`src/rtl/uart_pkg.sv`:
```
// Shared definitions for the UART transmitter: FSM state encoding and frame constants.
package uart_pkg;

    typedef enum logic [2:0] {
        IDLE,
        START,
        DATA,
        PARITY,
        STOP
    } uart_state_t;

    localparam int   UART_DATA_BITS  = 8;
    localparam logic UART_IDLE_LEVEL = 1'b1;

endpackage

```
`src/rtl/uart_tx_fifo.sv`:
```
// Synchronous FIFO feeding the transmitter; the head entry is always visible on o_data.
module uart_tx_fifo #(
    parameter int DEPTH = 4,
    parameter int WIDTH = 8
) (
    input  logic                     clock,
    input  logic                     reset_l,
    input  logic                     i_push,
    input  logic [WIDTH-1:0]         i_data,
    input  logic                     i_pop,
    output logic [WIDTH-1:0]         o_data,
    output logic [$clog2(DEPTH):0]   o_count,
    output logic                     o_full,
    output logic                     o_empty
);

    localparam int AW = $clog2(DEPTH);
    localparam int CW = AW + 1;

    logic [WIDTH-1:0] r_mem [DEPTH];
    logic [AW-1:0]    r_wr_ptr;
    logic [AW-1:0]    r_rd_ptr;
    logic [CW-1:0]    r_count;
    logic             w_push;
    logic             w_pop;

    assign w_push  = i_push && !o_full;
    assign w_pop   = i_pop && !o_empty;
    assign o_full  = (r_count == CW'(DEPTH));
    assign o_empty = (r_count == '0);
    assign o_count = r_count;
    assign o_data  = r_mem[r_rd_ptr];

    // Depth is a power of two, so pointers wrap by natural overflow.
    always_ff @(posedge clock) begin
        if (!reset_l) begin
            r_wr_ptr <= '0;
            r_rd_ptr <= '0;
            r_count  <= '0;
        end else begin
            if (w_push) r_wr_ptr <= r_wr_ptr + 1'b1;
            if (w_pop)  r_rd_ptr <= r_rd_ptr + 1'b1;
            r_count <= r_count + CW'(w_push) - CW'(w_pop);
        end
    end

    always_ff @(posedge clock) begin
        if (w_push) r_mem[r_wr_ptr] <= i_data;
    end

endmodule

```
`src/rtl/uart_tx_flow.sv`:
```
// UART transmitter with byte FIFO and CTS flow control, 8N1/8N2 frames.
// Optional parity bit enabled by defining UART_TX_PARITY_EN.
module uart_tx_flow
    import uart_pkg::*;
#(
    parameter int DIV_W      = 16,
    parameter int FIFO_DEPTH = 4
) (
    input  logic                          clock,
    input  logic                          reset_l,
    input  logic                          in_valid,
    input  logic [7:0]                    in_data,
    output logic                          in_ready,
    input  logic                          txen,
    input  logic [DIV_W-1:0]              div,
    input  logic                          nstop,
    input  logic                          cts_l,
`ifdef UART_TX_PARITY_EN
    input  logic                          parity_en,
    input  logic                          parity_odd,
`endif
    output logic                          txd,
    output logic                          busy,
    output logic [$clog2(FIFO_DEPTH):0]   fifo_count
);

    localparam int BW = $clog2(UART_DATA_BITS);

    uart_state_t      r_state, w_state_next;
    logic [7:0]       r_shift, w_shift_next;
    logic [BW-1:0]    r_bit_cnt, w_bit_cnt_next;
    logic [DIV_W-1:0] r_baud, w_baud_next;
    logic [DIV_W-1:0] r_div, w_div_next;
    logic             r_nstop, w_nstop_next;
    logic             r_stop2, w_stop2_next;
    logic             r_txd, w_txd_next;
    logic             r_busy, w_busy_next;
    logic [1:0]       r_cts_sync;
`ifdef UART_TX_PARITY_EN
    logic             r_par_en, w_par_en_next;
    logic             r_par_bit, w_par_bit_next;
`endif

    logic [7:0] w_head;
    logic       w_full;
    logic       w_empty;
    logic       w_pop;
    logic       w_load;
    logic       w_start_ok;
    logic       w_baud_done;

    uart_tx_fifo #(
        .DEPTH (FIFO_DEPTH),
        .WIDTH (8)
    ) u_fifo (
        .clock   (clock),
        .reset_l (reset_l),
        .i_push  (in_valid),
        .i_data  (in_data),
        .i_pop   (w_pop),
        .o_data  (w_head),
        .o_count (fifo_count),
        .o_full  (w_full),
        .o_empty (w_empty)
    );

    // Registered count only, so a same-cycle pop never frees the slot combinationally.
    assign in_ready    = !w_full;
    assign w_start_ok  = !w_empty && txen && !r_cts_sync[1];
    assign w_baud_done = (r_baud == '0);
    assign txd         = r_txd;
    assign busy        = r_busy;

    always_comb begin
        w_state_next   = r_state;
        w_shift_next   = r_shift;
        w_bit_cnt_next = r_bit_cnt;
        w_baud_next    = r_baud;
        w_div_next     = r_div;
        w_nstop_next   = r_nstop;
        w_stop2_next   = r_stop2;
        w_txd_next     = r_txd;
        w_busy_next    = r_busy;
`ifdef UART_TX_PARITY_EN
        w_par_en_next  = r_par_en;
        w_par_bit_next = r_par_bit;
`endif
        w_pop  = 1'b0;
        w_load = 1'b0;

        case (r_state)
            IDLE: begin
                w_txd_next  = UART_IDLE_LEVEL;
                w_busy_next = 1'b0;
                if (w_start_ok) w_load = 1'b1;
            end
            START: begin
                if (w_baud_done) begin
                    w_state_next   = DATA;
                    w_txd_next     = r_shift[0];
                    w_bit_cnt_next = '0;
                    w_baud_next    = r_div;
                end else begin
                    w_baud_next = r_baud - 1'b1;
                end
            end
            DATA: begin
                if (w_baud_done) begin
                    w_baud_next = r_div;
                    if (r_bit_cnt == BW'(UART_DATA_BITS - 1)) begin
                        w_state_next = STOP;
                        w_txd_next   = UART_IDLE_LEVEL;
                        w_stop2_next = 1'b0;
`ifdef UART_TX_PARITY_EN
                        if (r_par_en) begin
                            w_state_next = PARITY;
                            w_txd_next   = r_par_bit;
                        end
`endif
                    end else begin
                        w_shift_next   = r_shift >> 1;
                        w_txd_next     = r_shift[1];
                        w_bit_cnt_next = r_bit_cnt + 1'b1;
                    end
                end else begin
                    w_baud_next = r_baud - 1'b1;
                end
            end
`ifdef UART_TX_PARITY_EN
            PARITY: begin
                if (w_baud_done) begin
                    w_state_next = STOP;
                    w_txd_next   = UART_IDLE_LEVEL;
                    w_stop2_next = 1'b0;
                    w_baud_next  = r_div;
                end else begin
                    w_baud_next = r_baud - 1'b1;
                end
            end
`endif
            STOP: begin
                if (w_baud_done) begin
                    if (r_nstop && !r_stop2) begin
                        w_stop2_next = 1'b1;
                        w_baud_next  = r_div;
                    end else if (w_start_ok) begin
                        w_load = 1'b1;
                    end else begin
                        w_state_next = IDLE;
                        w_busy_next  = 1'b0;
                        w_txd_next   = UART_IDLE_LEVEL;
                    end
                end else begin
                    w_baud_next = r_baud - 1'b1;
                end
            end
            default: begin
                w_state_next = IDLE;
                w_txd_next   = UART_IDLE_LEVEL;
                w_busy_next  = 1'b0;
            end
        endcase

        // Frame start: shared by the idle path and the back-to-back path from STOP.
        if (w_load) begin
            w_pop          = 1'b1;
            w_state_next   = START;
            w_shift_next   = w_head;
            w_div_next     = div;
            w_baud_next    = div;
            w_nstop_next   = nstop;
            w_stop2_next   = 1'b0;
            w_bit_cnt_next = '0;
            w_txd_next     = 1'b0;
            w_busy_next    = 1'b1;
`ifdef UART_TX_PARITY_EN
            w_par_en_next  = parity_en;
            w_par_bit_next = (^w_head) ^ parity_odd;
`endif
        end
    end

    always_ff @(posedge clock) begin
        if (!reset_l) begin
            r_state    <= IDLE;
            r_shift    <= '0;
            r_bit_cnt  <= '0;
            r_baud     <= '0;
            r_div      <= '0;
            r_nstop    <= 1'b0;
            r_stop2    <= 1'b0;
            r_txd      <= UART_IDLE_LEVEL;
            r_busy     <= 1'b0;
            r_cts_sync <= 2'b11;
`ifdef UART_TX_PARITY_EN
            r_par_en   <= 1'b0;
            r_par_bit  <= 1'b0;
`endif
        end else begin
            r_state    <= w_state_next;
            r_shift    <= w_shift_next;
            r_bit_cnt  <= w_bit_cnt_next;
            r_baud     <= w_baud_next;
            r_div      <= w_div_next;
            r_nstop    <= w_nstop_next;
            r_stop2    <= w_stop2_next;
            r_txd      <= w_txd_next;
            r_busy     <= w_busy_next;
            r_cts_sync <= {r_cts_sync[0], cts_l};
`ifdef UART_TX_PARITY_EN
            r_par_en   <= w_par_en_next;
            r_par_bit  <= w_par_bit_next;
`endif
        end
    end

endmodule

```
`config.mk`:
```
export PLATFORM = sky130hd
export DESIGN_NAME = uart_tx_flow
export DESIGN_NICKNAME = d
export VERILOG_FILES = /design/src/rtl/uart_pkg.sv /design/src/rtl/uart_tx_fifo.sv /design/src/rtl/uart_tx_flow.sv
export SDC_FILE = /design/constraint.sdc
export NUM_CORES = 1
export LEC_CHECK = 0
export BUFFER_PORTS_ARGS = -buffer_cell sky130_fd_sc_hd__buf_2
export CORE_UTILIZATION = 30
export DETAILED_ROUTE_END_ITERATION = 10
export GPL_TIMING_DRIVEN = 1
export PLACE_DENSITY = 0.51
export RECOVER_POWER = 100
export SETUP_SLACK_MARGIN = 0.2
export SLEW_MARGIN = 20
export SYNTH_ARGS = -nofsm -noshare
export SYNTH_HDL_FRONTEND = slang
export SYNTH_SLANG_ARGS = --single-unit
```
`constraint.sdc`:
```
create_clock -name clock -period 5.1 [get_ports clock]
set_input_delay 0.255 -clock clock [delete_from_list [all_inputs] [get_ports clock]]
set_output_delay 0.255 -clock clock [all_outputs]
set_load 0.05 [all_outputs]
```
After elaboration in Yosys (flattened, before gate mapping)

Memories as Yosys holds them, arrays and structs flattened. A register that Yosys moved wholly into a read port is not among the register bits.
Cells that the tools add are included.

Logic and storage cells: 121
Output and inout bits: 6
Memories kept: 1
Bits of input ports: 30
Bits in writable memories: 32
Bits in registers: 59
Latch bits: 0
Bits in read-only memories: 0

Bitwise operators: 2
$add $sub $neg: 6
Shifts and indexed selects: 0
Magnitude comparators: 0
Mux-type cells: 48
Div/mod/pow operators: 0
Multipliers: 0
Equality and inequality tests: 23
Reduce and logical (&&, ||, !) cells: 27

Memories:

| name         | words | width | rd ports | clocked after memory_dff | wr ports | RTL line           | RTL |
|---|---|---|---|---|---|---|---|
| u_fifo.r_mem | 4     | 8     | 1        | 1                        | 1        | uart_tx_fifo.sv:20 | `logic [WIDTH-1:0] r_mem [DEPTH];` |

Operators by type and width:

| cell                                                                 | number |
|---|---|
| 16-bit two-way mux                                                   | 4 |
| 8-bit two-way mux                                                    | 4 |
| 16-bit case mux with 2 select lines                                  | 1 |
| 3-bit two-way mux                                                    | 9 |
| 1-bit two-way mux                                                    | 22 |
| 2-bit != test, second input constant                                 | 10 |
| 3-bit != test, second input constant                                 | 6 |
| 16-bit zero test                                                     | 1 |
| 16-bit by 1-bit subtractor with 16-bit output, second input constant | 1 |
| 7-bit AND reduction                                                  | 2 |
| 3-bit case mux with 4 select lines                                   | 1 |
| 5-bit AND reduction                                                  | 2 |
| 3-bit equality test, second input constant                           | 3 |
| 4-bit AND reduction                                                  | 2 |
| 2-bit nonzero test                                                   | 4 |
| 3-bit zero test                                                      | 2 |
| 1-bit case mux with 2 select lines                                   | 3 |
| 3-bit case mux with 2 select lines                                   | 1 |
| 1-bit logical AND                                                    | 5 |
| 2-bit by 1-bit adder with 2-bit output, second input constant        | 2 |
| 1-bit zero test                                                      | 4 |
| 2-bit two-way mux                                                    | 2 |
| 4-bit != test, second input constant                                 | 1 |
| 2-bit OR reduction                                                   | 2 |
| other kinds (11)                                                     | 12 |

Longest topological paths before layout

Depth in word-level cells: 12
Mapped depth: 15
Gate-level depth less buffers: 13

Hierarchy

A second synthesis with hierarchy kept.

Cell total of the unflattened synthesis: 442
Area, all modules: 4463.0 um2

By module, submodules not included:

| module       | seq. area each (um2) | times used | area each (um2) | cells an instance |
|---|---|---|---|---|
| uart_tx_flow | 1041.0               | 1          | 2821.5          | 349 |
| uart_tx_fifo | 1141.1               | 1          | 1641.6          | 93 |

Least setup slack after synthesis

Ideal clock, no wire load.

Kind: reg2reg
Start point: register u_fifo.r_count[2] (netlist: u_fifo.o_count[2])
End point: register u_fifo.r_count[2] (netlist: u_fifo.o_count[2])
Library setup time: 0.128 ns
Buffers on the path: 1
Period minus slack after synthesis: 2.971 ns
Path slack: 2.129 ns
Stages on the path, launching flop included: 13
Required time: 4.972 ns
Arrival: 2.843 ns
Cell sequence: dfxtp_1 > nor3_1 > nor3_1 > a21oi_2 > inv_2 > buf_2 > ha_1 > inv_1 > ha_1 > fa_1 > xnor2_1 > xnor2_1 > nor2_1

Longest elaborated chain between the ends: 11
Elaborated cells between the ends (all ways): 15
Those cells by class: add/sub (2); eq/ne (1); mux (5); reduce/logical (7)

Ends and longest elaborated chain:

| item                                            | RTL line                                | RTL |
|---|---|---|
| from (decl)                                     | uart_tx_fifo.sv:23                      | `logic [CW-1:0] r_count;` |
| from (signal assigned)                          | uart_tx_fifo.sv:43                      | `r_count <= r_count + CW'(w_push) - CW'(w_pop);` |
| 3-bit zero test (*)                             | uart_tx_fifo.sv:30                      | `assign o_empty = (r_count == '0);` |
| 1-bit zero test (*)                             | uart_tx_fifo.sv:28, uart_tx_flow.sv:69  |  |
| 1-bit logical AND (2 in a row)                  | uart_tx_flow.sv:69                      | `assign w_start_ok = !w_empty && txen && !r_cts_sync[1];` |
| 1-bit two-way mux                               | uart_tx_flow.sv:95, uart_tx_flow.sv:146 |  |
| 1-bit two-way mux                               | uart_tx_flow.sv:143                     | `if (r_nstop && !r_stop2) begin` |
| 1-bit two-way mux                               | uart_tx_flow.sv:142                     | `if (w_baud_done) begin` |
| 1-bit case mux with 2 select lines              | uart_tx_flow.sv:91                      | `case (r_state)` |
| 1-bit two-way mux                               | uart_tx_flow.sv:165                     | `if (w_load) begin` |
| 1-bit logical AND (*)                           | uart_tx_fifo.sv:28                      | `assign w_pop = i_pop && !o_empty;` |
| via u_fifo.w_pop                                | uart_tx_fifo.sv:25                      | `logic w_pop;` |
| 3-bit by 1-bit subtractor with 3-bit output (*) | uart_tx_fifo.sv:43                      |  |

The timed path passes the listed nets; every way through them passes the cells marked *.
A chain may end at the register's enable or synchronous reset.

Final worst setup path

Start point: register r_baud[0]
End point: register r_shift[4]

Longest elaborated chain between the ends: 5
Elaborated cells between the ends (all ways): 8
Those cells by class: eq/ne (1); mux (3); reduce/logical (4)

Ends and longest elaborated chain:

| item                                                                 | RTL line            | RTL |
|---|---|---|
| from (decl)                                                          | uart_tx_flow.sv:32  | `logic [DIV_W-1:0] r_baud, w_baud_next;` |
| from (signal assigned)                                               | uart_tx_flow.sv:203 | `r_baud <= w_baud_next;` |
| 16-bit zero test (*)                                                 | uart_tx_flow.sv:70  | `assign w_baud_done = (r_baud == '0);` |
| 1-bit two-way mux                                                    | uart_tx_flow.sv:142 |  |
| 1-bit case mux with 2 select lines                                   | uart_tx_flow.sv:91  |  |
| 2-bit != test (no source line) or 2-bit nonzero test (tied branches) | n/a                 |  |
| 3-bit AND reduction (no source line)                                 | n/a                 |  |
| to (signal assigned)                                                 | uart_tx_flow.sv:201 | `r_shift <= w_shift_next;` |
| to (decl)                                                            | uart_tx_flow.sv:30  | `logic [7:0] r_shift, w_shift_next;` |

Every way passes the cells marked *; elsewhere a longest branch is shown, timed or not.

==> impl_metrics.env <==
export IMPL_regArea_um2=2182
export IMPL_powerDensity_nw_per_um2=603.0
export IMPL_io_pins=36
export IMPL_setup_viol=0
export IMPL_p_leak_nw=1.641
export IMPL_fillers=1438
export IMPL_grt_max_degree=51
export IMPL_syn_num_nets=468
export IMPL_viasPerCell=5.244
export IMPL_violations="max-capacitance violations, max-slew violations"
export IMPL_rsz0062_at_grt="no"
export IMPL_grtUsageMet1_pct=19.30
export IMPL_crit_required_ns=5.36
export IMPL_relSlewSlack_pct=-15.04
export IMPL_slowest_delay_ns=1.24
export IMPL_fp_row_count=43
export IMPL_wl_per_cell_um=15.57
export IMPL_syn_inst=428
export IMPL_yosys_area_share_simple_pct=19.37
export IMPL_use_met2_pct=23.05
export IMPL_finalCriticalPeriod_ns=3.366
export IMPL_synth_xor_xnor_area_share_pct=1.431
export IMPL_num_vias=3356
export IMPL_tns_ns=0
export IMPL_die_area_um2=14760
export IMPL_drive_gt1_share_pct=12.83
export IMPL_total_power_mw=2.931
export IMPL_synth_top_family_by_area="simple AND/OR/NAND/NOR gates"
export IMPL_worstMarginPinSlew_ns=1.726
export IMPL_antenna_found_initial=0
export IMPL_place_gp_congestion=0.7730
export IMPL_status="finished with violations"
export IMPL_grt_use_total_pct=14.89
export IMPL_setup_slack_ns=1.734
export IMPL_busiest_layer="met2"
export IMPL_synth_flop_cell="dfxtp_1"
export IMPL_grt_overflow=0
export IMPL_design_area_um2=4861
export IMPL_clock_path_buffers=2
export IMPL_ctsResizeCount=0
export IMPL_dpl_cell_area_um2=4614
export IMPL_start_util_pct=30.85
export IMPL_routed_wl_um=9963
export IMPL_worstPathCellList="inv_1 > ha_1 > nor3b_1 > and4_1 > a21oi_4 > inv_1 > clkbuf_1 > a22oi_1 > a21oi_1"
export IMPL_route_detailed_drc=0
export IMPL_cp_common_cell="inv_1"
export IMPL_post_route_util_pct=35.02
export IMPL_avgSynthCellArea_um2=10.01
export IMPL_hold_viol_final=0
export IMPL_clkTransAtPathRegs_ns=0.07
export IMPL_cts_tree="done"
export IMPL_synth_edff_count=32
export IMPL_end_kind="register"
export IMPL_post_place_ws_ns=2.251
export IMPL_grt_pass1_wl_um=16730
export IMPL_drtIter0Drc=301
export IMPL_period_share_pct=66.01
export IMPL_max_freq_ghz=0.2971
export IMPL_critPathKind="reg2reg"
export IMPL_async_flop_share_pct=0
export IMPL_ys_seq_area_share_pct=50.95
export IMPL_chipHeight_um=121.5
export IMPL_antenna_left=0
export IMPL_worstHoldPathType="in2reg"
export IMPL_numCtsBuffers=9
export IMPL_coreArea_um2=13880
export IMPL_report_final_slew_viol_count=37
export IMPL_ctsHtreeMaxLevel=3
export IMPL_path_depth=9
export IMPL_grt_pass1_vias=3188
export IMPL_die_w_um=121.5
export IMPL_cp_top_family="buffers and inverters"
export IMPL_r2r_cells=9
export IMPL_firstDrtPassIters=5
export IMPL_synthMuxAreaShare_pct=4.674
export IMPL_clock_sinks=93
export IMPL_startpoint_type="register"
export IMPL_cts_root_buffer="clkbuf_16"
export IMPL_max_cap_viol_count=1
export IMPL_slowest_stage="clkbuf_1"
export IMPL_synth_cell_types=57
export IMPL_io_buffers=35
export IMPL_synth_seq_cells=93
export IMPL_path_max_fanout=36
export IMPL_nNetsFinal=495
export IMPL_synthToLayoutAreaGrowth_pct=13.50
export IMPL_hold_depth=2
export IMPL_yosysWarnings=0
export IMPL_yosys_area_share_adder_pct=3.097
export IMPL_ir_drop_mv=0.4095
export IMPL_crit_arrival_ns=3.63
export IMPL_diodes=0
export IMPL_post_cts_buffers=0
export IMPL_hpwl_um=6700
export IMPL_cts_hold_fix_buffers=0
export IMPL_fin_skew_ns=0.009765
export IMPL_synth_area_um2=4283
export IMPL_critical_path_buf_inv_count=3
export IMPL_multiInputGateArea_um2=1941
export IMPL_use_met3_pct=3.900
export IMPL_clock_latency_ns=0.35
export IMPL_synth_compound_area_share_pct=16.68
-- cell families (layout without fill, tap and decap cells) --
group                    after synthesis  in the layout
AO/OA/AOI/OAI                        116            116
buffers and inverters                 37             69
adder cells (fa/ha/maj)               10             10
AND/OR/NAND/NOR                      155            155
XOR/XNOR                               7              7
multiplexers                          10             10
flip-flops                            93             93
-- per-stage QoR --
stage / instances / hold WS [ns]
5_1_grt: 640 / 0.07400
3_5_place_dp: 624 / 0.3956
3_3_place_gp: 624 / 0.3947
4_1_cts: 640 / 0.07312
2_1_floorplan: 428 / 0.3539
6_report: 640 / 0.08023
-- worst reg2reg max path: stages (launching register included) --
cell	delay (ns)
dfxtp_1	0.35
inv_1	0.07
ha_1	0.19
nor3b_1	0.49
and4_1	0.36
a21oi_4	0.07
inv_1	0.09
clkbuf_1	1.24
a22oi_1	0.19
a21oi_1	0.23
-- worst paths after layout --
kind	start	to	slack, ns
setup / recovery	r_baud[0]$_SDFFE_PN0P_	r_shift[4]$_SDFFE_PN0P_	1.73
hold / removal	cts_l	r_cts_sync[0]$_SDFF_PN1_	0.08
setup reg to reg	r_baud[0]$_SDFFE_PN0P_	r_shift[4]$_SDFFE_PN0P_	1.73
hold reg to reg	r_cts_sync[0]$_SDFF_PN1_	r_cts_sync[1]$_SDFF_PN1_	0.41
-- placed cells by master, fill, tap and decap left out, types with 3 or more instances in the layout --
| master | instances |
|---|---|
| buf_2 | 20 |
| or3_1 | 5 |
| clkbuf_16 | 9 |
| a311oi_1 | 3 |
| a21o_1 | 3 |
| ha_1 | 9 |
| nand2_1 | 49 |
| o211ai_1 | 7 |
| nand3_1 | 15 |
| clkbuf_1 | 20 |
| mux4_2 | 8 |
| dfxtp_1 | 61 |
| nor2_1 | 23 |
| nand2b_1 | 5 |
| and3_1 | 4 |
| xnor2_1 | 5 |
| a31oi_1 | 9 |
| nand4_1 | 3 |
| o21ai_0 | 22 |
| o31ai_1 | 3 |
| or3b_2 | 4 |
| nor3b_1 | 3 |
| edfxtp_1 | 32 |
| a211oi_1 | 12 |
| a21oi_1 | 42 |
| a22oi_1 | 6 |
| nor4_1 | 9 |
| inv_1 | 13 |
| nor3_1 | 13 |
-- registers in the layout, summed over array words and instances (netlist names), 3 cells and up, named ones only --
register        count
u_fifo.r_mem       32
u_fifo.o_count      3
r_baud             16
r_bit_cnt           3
r_state             3
r_shift             8
r_div              16
-- cell usage after synthesis (all sizes together), types with 3 or more instances --
library cell	number	share of area, %
edfxtp	32	22
a211oi	12	2.1
nand2	50	4.4
nor3b	3	0.53
o211ai	7	1.2
a21oi	43	5.1
dfxtp	61	29
nand4	3	0.44
buf	14	1.8
and2	4	0.58
mux4	8	4.2
inv	12	1.1
or4	3	0.61
a21o	3	0.53
nor3	15	2.4
ha	9	2.6
and3	5	0.76
xnor2	5	1.0
a311oi	3	0.61
o31ai	3	0.53
o21ai	22	2.6
clkbuf	10	0.88
nor4	11	1.9
or3	6	0.91
nor2	23	2.0
a22oi	6	1.1
nand2b	5	0.73
or3b	6	1.2
a31oi	9	1.3
nand3	15	1.8
-- metal layers --
| layer | part of all wire, % | vias to the layer above | wire length (um) |
|---|---|---|---|
| met5 | 0 | - | 0 |
| met3 | 4.5 | 20 | 451 |
| met1 | 47 | 1604 | 4646 |
| li1 | - | 1645 | - |
| met2 | 46 | 87 | 4565 |
| met4 | 3.0 | 0 | 299 |
-- layout make-up --
| class | instances | area share [%] |
|---|---|---|
| multi-input cells | 298 | 39.92 |
| clock inverters | 6 | 1.158 |
| inverters | 13 | 1.004 |
| clock buffers | 10 | 4.710 |
| flip-flops and latches | 93 | 44.89 |
| repair buffers | 40 | 3.681 |
| well taps | 180 | 4.633 |
-- where the power goes --
| part | internal (mW) | switching, mW |
|---|---|---|
| combinational | 0.451 | 0.857 |
| clock | 0.341 | 0.309 |
| sequential | 0.871 | 0.103 |
| total | 1.66 | 1.27 |
No activity file was read; power rests on OpenSTA's default activity.
